[src/rtl/pipelined_barrel_shifter.sv]
`default_nettype none
// +--------------------------------------------------------------------------+
// | Module      : pipelined_barrel_shifter                                   |
// | Description : Pipelined barrel shifter (SLL/SRL/SRA/ROR/ROL). There is   |
// |               one register stage per shift-amount bit, linked by a       |
// |               valid/ready handshake with backpressure and flush.         |
// |               Define SHIFTER_CARRY_EN to add the out_carry output.       |
// | Revision    : 1.0 - initial release                                      |
// +--------------------------------------------------------------------------+
module pipelined_barrel_shifter #(
  parameter int WIDTH = 32,
  parameter int SHW   = $clog2(WIDTH)
) (
  input  logic             clk,
  input  logic             rst_n,
  input  logic             flush,
  input  logic             in_valid,
  output logic             in_ready,
  input  logic [WIDTH-1:0] in_data,
  input  logic [SHW-1:0]   in_amt,
  input  logic [2:0]       in_op,
  output logic             out_valid,
  input  logic             out_ready,
  output logic [WIDTH-1:0] out_data,
`ifdef SHIFTER_CARRY_EN
  output logic             out_carry,
`endif
  output logic             out_op_err
);

  localparam logic [2:0] c_OP_SLL = 3'b001;
  localparam logic [2:0] c_OP_SRL = 3'b010;
  localparam logic [2:0] c_OP_SRA = 3'b100;
  localparam logic [2:0] c_OP_ROR = 3'b110;
  localparam logic [2:0] c_OP_ROL = 3'b111;

  logic w_op_err;

  // Classify the op once at entry; the error flag then rides the pipeline.
  always_comb begin
    w_op_err = 1'b1;
    case (in_op)
      c_OP_SLL, c_OP_SRL, c_OP_SRA, c_OP_ROR, c_OP_ROL: w_op_err = 1'b0;
      default:                                          w_op_err = 1'b1;
    endcase
  end

  // Stage k applies a shift of 2^k when bit k of the amount is set. The
  // amount register shrinks by one bit per stage because each stage consumes
  // the LSB of what is left.
  for (genvar k = 0; k < SHW; k++) begin : g_stage
    localparam int c_SH = 1 << k;
    localparam int c_AW = SHW - k;

    logic             w_in_vld;
    logic [WIDTH-1:0] w_in_data;
    logic [2:0]       w_in_op;
    logic [c_AW-1:0]  w_in_amt;
    logic             w_in_sign;
    logic             w_in_err;
    logic [WIDTH-1:0] w_sh_data;
    logic             w_load;
    logic             r_vld;
    logic [WIDTH-1:0] r_data;
    logic             r_err;
`ifdef SHIFTER_CARRY_EN
    logic             w_in_carry;
    logic             w_sh_carry;
    logic             r_carry;
`endif

    if (k == 0) begin : g_src_in
      assign w_in_vld   = in_valid;
      assign w_in_data  = in_data;
      assign w_in_op    = in_op;
      assign w_in_amt   = in_amt;
      assign w_in_sign  = in_data[WIDTH-1];
      assign w_in_err   = w_op_err;
`ifdef SHIFTER_CARRY_EN
      assign w_in_carry = 1'b0;
`endif
    end else begin : g_src_prev
      assign w_in_vld   = g_stage[k-1].r_vld;
      assign w_in_data  = g_stage[k-1].r_data;
      assign w_in_op    = g_stage[k-1].g_fwd.r_op;
      assign w_in_amt   = g_stage[k-1].g_fwd.r_amt;
      assign w_in_sign  = g_stage[k-1].g_fwd.r_sign;
      assign w_in_err   = g_stage[k-1].r_err;
`ifdef SHIFTER_CARRY_EN
      assign w_in_carry = g_stage[k-1].r_carry;
`endif
    end

    // A stage may load when it is empty or when its own contents move on.
    if (k == SHW - 1) begin : g_load_last
      assign w_load = !r_vld || out_ready;
    end else begin : g_load_chain
      assign w_load = !r_vld || g_stage[k+1].w_load;
    end

    // Fixed-distance shift/rotate for this stage; illegal ops pass through.
    always_comb begin
      w_sh_data = w_in_data;
`ifdef SHIFTER_CARRY_EN
      w_sh_carry = w_in_carry;
`endif
      if (w_in_amt[0] && !w_in_err) begin
        case (w_in_op)
          c_OP_SLL: begin
            w_sh_data = {w_in_data[WIDTH-c_SH-1:0], {c_SH{1'b0}}};
`ifdef SHIFTER_CARRY_EN
            w_sh_carry = w_in_data[WIDTH-c_SH];
`endif
          end
          c_OP_SRL: begin
            w_sh_data = {{c_SH{1'b0}}, w_in_data[WIDTH-1:c_SH]};
`ifdef SHIFTER_CARRY_EN
            w_sh_carry = w_in_data[c_SH-1];
`endif
          end
          c_OP_SRA: begin
            w_sh_data = {{c_SH{w_in_sign}}, w_in_data[WIDTH-1:c_SH]};
`ifdef SHIFTER_CARRY_EN
            w_sh_carry = w_in_data[c_SH-1];
`endif
          end
          c_OP_ROR: begin
            w_sh_data = {w_in_data[c_SH-1:0], w_in_data[WIDTH-1:c_SH]};
`ifdef SHIFTER_CARRY_EN
            w_sh_carry = w_in_data[c_SH-1];
`endif
          end
          c_OP_ROL: begin
            w_sh_data = {w_in_data[WIDTH-c_SH-1:0], w_in_data[WIDTH-1:WIDTH-c_SH]};
`ifdef SHIFTER_CARRY_EN
            w_sh_carry = w_in_data[WIDTH-c_SH];
`endif
          end
          default: ;
        endcase
      end
    end

    // Stage register: flush beats load; data only moves with a valid op.
    always_ff @(posedge clk or negedge rst_n) begin
      if (!rst_n) begin
        r_vld  <= 1'b0;
        r_data <= '0;
        r_err  <= 1'b0;
      end else if (flush) begin
        r_vld  <= 1'b0;
      end else if (w_load) begin
        r_vld <= w_in_vld;
        if (w_in_vld) begin
          r_data <= w_sh_data;
          r_err  <= w_in_err;
        end
      end
    end

`ifdef SHIFTER_CARRY_EN
    // Carry travels with the data it describes.
    always_ff @(posedge clk or negedge rst_n) begin
      if (!rst_n) begin
        r_carry <= 1'b0;
      end else if (!flush && w_load && w_in_vld) begin
        r_carry <= w_sh_carry;
      end
    end
`endif

    // Control fields are only needed by later stages, so the last stage has none.
    if (k < SHW - 1) begin : g_fwd
      logic [2:0]      r_op;
      logic            r_sign;
      logic [c_AW-2:0] r_amt;

      // Forward op, original sign and the not-yet-consumed amount bits.
      always_ff @(posedge clk or negedge rst_n) begin
        if (!rst_n) begin
          r_op   <= 3'b000;
          r_sign <= 1'b0;
          r_amt  <= '0;
        end else if (!flush && w_load && w_in_vld) begin
          r_op   <= w_in_op;
          r_sign <= w_in_sign;
          r_amt  <= w_in_amt[c_AW-1:1];
        end
      end
    end
  end

  assign in_ready   = g_stage[0].w_load;
  assign out_valid  = g_stage[SHW-1].r_vld;
  assign out_data   = g_stage[SHW-1].r_data;
  assign out_op_err = g_stage[SHW-1].r_err;
`ifdef SHIFTER_CARRY_EN
  assign out_carry  = g_stage[SHW-1].r_carry;
`endif

endmodule
`default_nettype wire

[config.mk]
export PLATFORM = sky130hd
export DESIGN_NAME = pipelined_barrel_shifter
export DESIGN_NICKNAME = d
export VERILOG_FILES = /design/src/rtl/pipelined_barrel_shifter.sv
export SDC_FILE = /design/constraint.sdc
export NUM_CORES = 1
export LEC_CHECK = 0
export CORE_MARGIN = 4
export CORE_UTILIZATION = 65
export DETAILED_ROUTE_END_ITERATION = 6
export PLACE_DENSITY_LB_ADDON = 0.2
export SYNTH_ARGS = -nofsm -noshare
export SYNTH_HDL_FRONTEND = slang
export SYNTH_SLANG_ARGS = --single-unit
[constraint.sdc]
create_clock -name clk -period 4.6 [get_ports clk]
set_input_delay 1.38 -clock clk [delete_from_list [all_inputs] [get_ports clk]]
set_output_delay 1.38 -clock clk [all_outputs]
set_load 0.02 [all_outputs]
# [Yosys cells after proc, flatten, opt, wreduce, memory -nomap -nowiden]
# Cells that the tools add are included.
[classes] eq_ne=25 n_mux=21 n_bitwise=1 reduce_logical=40
[op_table] op="$pmux 32 s5" count=4
[op_table] op="$mux 32" count=5
[op_table] op="$pmux 32 s4" count=1
[op_table] op="$eq 3x3->1 const B" count=15
[op_table] op="$eq 3x1->1 const B" count=5
[op_table] op="$eq 3x2->1 const B" count=5
[op_table] op="$reduce_and 3->1" count=5
[op_table] op="$logic_and 1x1->1" count=13
[op_table] op="$mux 1" count=11
[op_table] op="$logic_not 1->1" count=10
[op_table] op="$reduce_bool 2->1" count=5
[op_table] op="$logic_or 1x1->1" count=5
[op_table] op="$reduce_or 5->1" count=1
[op_table] op="$reduce_or 2->1" count=1
[op_table] op="$not 1->1" count=1
[word_totals] regBits=196

# [Longest topological paths before layout]
[depth] ltp_word=8 mapped_depth=8

# [Worst setup path before layout]
# OpenSTA, ideal clock, no wires.
[synth_path] path_kind="input-to-output" startpoint="input port out_ready" endpoint="output port in_ready" arrival_time_ns=1.949 path_slack_ns=1.271 stages=3 path_buffers=1 path_cell_list="and4b_1 -> buf_2 -> nand3_1"
[synth_via] elab_chain_len=5
[synth_lines] element="from (decl)" line_no="23" rtl="input logic out_ready,"
[synth_lines] element="$logic_or 1x1->1" line_no="96" rtl="assign w_load = !r_vld || out_ready;"
[synth_lines] element="$logic_or 1x1->1 (4 in a row)" line_no="98" rtl="assign w_load = !r_vld || g_stage[k+1].w_load;"
[synth_lines] element="to (decl)" line_no="18" rtl="output logic in_ready,"
# Every way passes these cells.

# [Final worst setup path]
# Same ends and word-level chain as after synthesis.

==> results.sh <==
export IMPL_status="finished, violations left"
export IMPL_failed_checks="design-rule violations"
export IMPL_internal_power_mw=3.851
export IMPL_synthTopCellsByArea="dfrtp_1 42%, o21ai_0 11%, nand2_1 5.5%"
export IMPL_synth_edf_count=0
export IMPL_crit_type="input port to output pin"
export IMPL_holdPathStages=2
export IMPL_synth_fp_nets=1465
export IMPL_slew_limit_headroom=0.1924
export IMPL_r2r_start="g_stage[2].g_fwd.r_op[2]$_DFFE_PN0P_"
export IMPL_cts_buffers=17
export IMPL_root_buffer="clkbuf_16"
export IMPL_yosysSeqAreaShare=0.4156
export IMPL_synth_cell_types=45
export IMPL_synth_top_cell_by_area="dfrtp_1"
export IMPL_grt_max_degree=99
export IMPL_multiInputGateArea_um2=6122
export IMPL_clk_path_buf_depth=2
export IMPL_combPwrFrac=0.316
export IMPL_pwr_density_cell_nw_per_um2=492.7
export IMPL_power_switching_mw=2.662
export IMPL_dieHeight_um=142.8
export IMPL_synth_top_area_frac=0.4156
export IMPL_io_pins=80
export IMPL_cts_tree="built"
export IMPL_dieWidth_um=142.8
export IMPL_grt_pass1_wl_um=52500
export IMPL_grt_antenna_before_repair=0
export IMPL_final_setup_viol_count=0
export IMPL_p_seq_frac=0.445
export IMPL_max_freq_mhz=233.0
export IMPL_timing_reg2reg_worst_path_depth=4
export IMPL_maxSlewViolCount=0
export IMPL_crit_arrival_ns=2.91
export IMPL_first_iter_violations=1874
export IMPL_synthTopCellsByCount="267 x o21ai_0, 196 x dfrtp_1, 173 x nand2_1"
export IMPL_drc=54
export IMPL_placed_area_um2=12580
export IMPL_place_ws_ns=0.3133
export IMPL_min_path_type="flip-flop to flip-flop"
export IMPL_synth_most_common_cell="o21ai_0"
export IMPL_viasPerCell=6.873
export IMPL_wl_met3_um=2241
export IMPL_htree_levels=4
export IMPL_critPathMaxFanout=6
export IMPL_ctsHoldBuffers=0
export IMPL_setup_tns_ns=0
export IMPL_route_vias_total=11310
export IMPL_dieArea_um2=20380
export IMPL_antenna_left=0
export IMPL_dr_wl_met2_um=15760
export IMPL_max_slew_worst_pin_slew_ns=1.203
export IMPL_area_delta_synth_final_pct=12.00
export IMPL_cts_sinks=196
export IMPL_final_area_um2=13220
export IMPL_insertedDiodeCount=0
export IMPL_layout_setup_ws_ns=0.3080
export IMPL_rsz0062_at_grt="false"
export IMPL_floorplan_initialDensity=0.6593
export IMPL_finalCriticalPeriod_ns=4.292
export IMPL_clk_latency_ns=0.45
export IMPL_final_nets=1449
export IMPL_yosys_register_bits=196
export IMPL_highest_layer="met4"
export IMPL_met1Wirelength_um=12870
export IMPL_hold_viol=0
export IMPL_place_hpwl_um=21020
export IMPL_drv_cap=0
export IMPL_ys_flop_type="dfrtp_1"
export IMPL_grt_usage=0.3156
export IMPL_ys_warn_count=0
export IMPL_nFillCells=1398
export IMPL_min_to="g_stage[3].g_fwd.r_amt$_DFFE_PN0P_"
export IMPL_critPathLaunch="out_ready"
export IMPL_p_sw_frac=0.4087
export IMPL_numPortBuffers=79
export IMPL_p_leak_nw=5.571
export IMPL_seq_area_um2=4906
export IMPL_core_area_um2=17900
export IMPL_hp_start="g_stage[3].g_fwd.r_amt$_DFFE_PN0P_"
export IMPL_finalPower_mw=6.513
export IMPL_rrSetupSlack_ns=1.77
export IMPL_synth_area_per_cell_um2=8.312
export IMPL_syn_instance_count=1420
export IMPL_wl_per_cell_um=19.47
export IMPL_drive_above_1_share=0.06281
export IMPL_gp_congestion=0.8774
export IMPL_critPathLaunchType="input port"
export IMPL_grt_ovfl_total=0
export IMPL_period_share=0.9330
export IMPL_mappedNetlistArea_um2=11800
export IMPL_cts_clk_slew_worst_paths_ns=0.07
export IMPL_fin_skew_ns=0.01213
export IMPL_crit_required_ns=3.22
export IMPL_cp_end_kind="output pin"
export IMPL_p_clk_frac=0.239
export IMPL_cts_setup_buffers=0
export IMPL_dr_pass1_iters=7
export IMPL_peakVddDrop_uv=346.6
export IMPL_grt_pass1_vias=10040
export IMPL_synth_async_reset_ratio=1.000
export IMPL_cts_resized_gates=0
export IMPL_rows=49
export IMPL_r2r_end="g_stage[3].r_data[14]$_DFFE_PN0P_"
export IMPL_finalWirelength_um=32050
worst max-delay path by stage:
stage | to | slack, ns | cells past startpoint
floorplan | in_ready | 1.27 | 3
global placement | in_ready | 0.36 | 4
detailed placement | in_ready | 0.31 | 4
CTS | in_ready | 0.31 | 4
global route | in_ready | 0.27 | 4
finish | in_ready | 0.31 | 4
through the flow:
stage | hold WS (ns) | util | cells
finish | 0.4755 | 0.7384 | 1646
CTS | 0.4796 | 0.7384 | 1646
floorplan | 0.4331 | - | 1420
detailed placement | 0.4615 | 0.7028 | 1614
global placement | 0.4635 | 0.7028 | 1614
global route | 0.5058 | 0.7384 | 1646
registers in the layout, summed over array words and instances (netlist names):
name                  count
out_data                 32
out_valid                 1
g_stage.r_err             4
g_stage.r_data          128
out_op_err                1
g_stage.r_vld             4
g_stage.g_fwd.r_sign      4
g_stage.g_fwd.r_op       12
g_stage.g_fwd.r_amt      10
critical path, cell delays in order:
cell and delay [ns]:
clkdlybuf4s50_1 0.41, and4b_1 0.38, nand3_1 0.17, clkdlybuf4s50_1 0.57
power groups by stage:
stage	clock (mW)	sequential, mW	combinational [mW]
final	1.56	2.90	2.06
after global routing	1.64	2.97	2.29
after detailed placement	0	2.91	2.02
after CTS	1.57	2.88	2.03
after global placement	0	2.88	1.95
after floorplan	0	2.69	1.48
layer usage:
layer	up-vias	track usage
met2	590	0.5104
met1	5435	0.4316
li1	5219	-
met4	0	0.1281
met3	69	0.04454
met5	-	0
cell usage in the layout (no fill, tap or decap), types with 3 or more instances in the layout:
| cell type | Yosys | routed |
|---|---|---|
| a21o_1 | 54 | 54 |
| nor3_1 | 3 | 3 |
| inv_6 | 0 | 3 |
| buf_4 | 1 | 26 |
| dfrtp_1 | 196 | 195 |
| clkdlybuf4s50_1 | 0 | 78 |
| nor2b_1 | 7 | 6 |
| nand3_1 | 37 | 37 |
| or3b_2 | 3 | 3 |
| mux2_2 | 14 | 14 |
| nand2b_1 | 35 | 35 |
| and3_1 | 30 | 30 |
| clkinv_8 | 0 | 7 |
| nor2_1 | 38 | 38 |
| nand2_1 | 173 | 173 |
| a22oi_1 | 41 | 41 |
| nor3b_2 | 2 | 4 |
| o221ai_1 | 12 | 12 |
| xor2_1 | 3 | 3 |
| o22ai_1 | 33 | 33 |
| o2bb2ai_1 | 18 | 18 |
| inv_1 | 57 | 57 |
| inv_8 | 0 | 3 |
| a222oi_1 | 40 | 40 |
| o21ai_0 | 267 | 267 |
| o31ai_1 | 30 | 30 |
| o21ai_1 | 12 | 12 |
| a21oi_1 | 88 | 87 |
| mux2i_1 | 16 | 16 |
| clkbuf_16 | 0 | 17 |
| a32oi_1 | 46 | 46 |
| buf_12 | 0 | 3 |
layout make-up:
cell class | count | share of cell area
Sequential cell | 196 | 0.3711
Inverter | 58 | 0.01647
Clock inverter | 15 | 0.01600
Timing Repair Buffer | 108 | 0.07941
Clock buffer | 17 | 0.03218
Multi-Input combinational cell | 1023 | 0.4631
Tap cell | 229 | 0.02168
kinds of logic (layout without fill, tap and decap cells):
logic type,after synthesis,count (layout),share of synthesized area
xor gates and xnor gates,5,5,0.003711
DFF,196,196,0.4156
and+or+nand+nor,337,337,0.1323
muxes,30,30,0.02693
AOI/OAI and AO/OA,651,651,0.3527
buffers and inverters,201,198,0.06880
No activity file was read; power rests on OpenSTA's default activity.
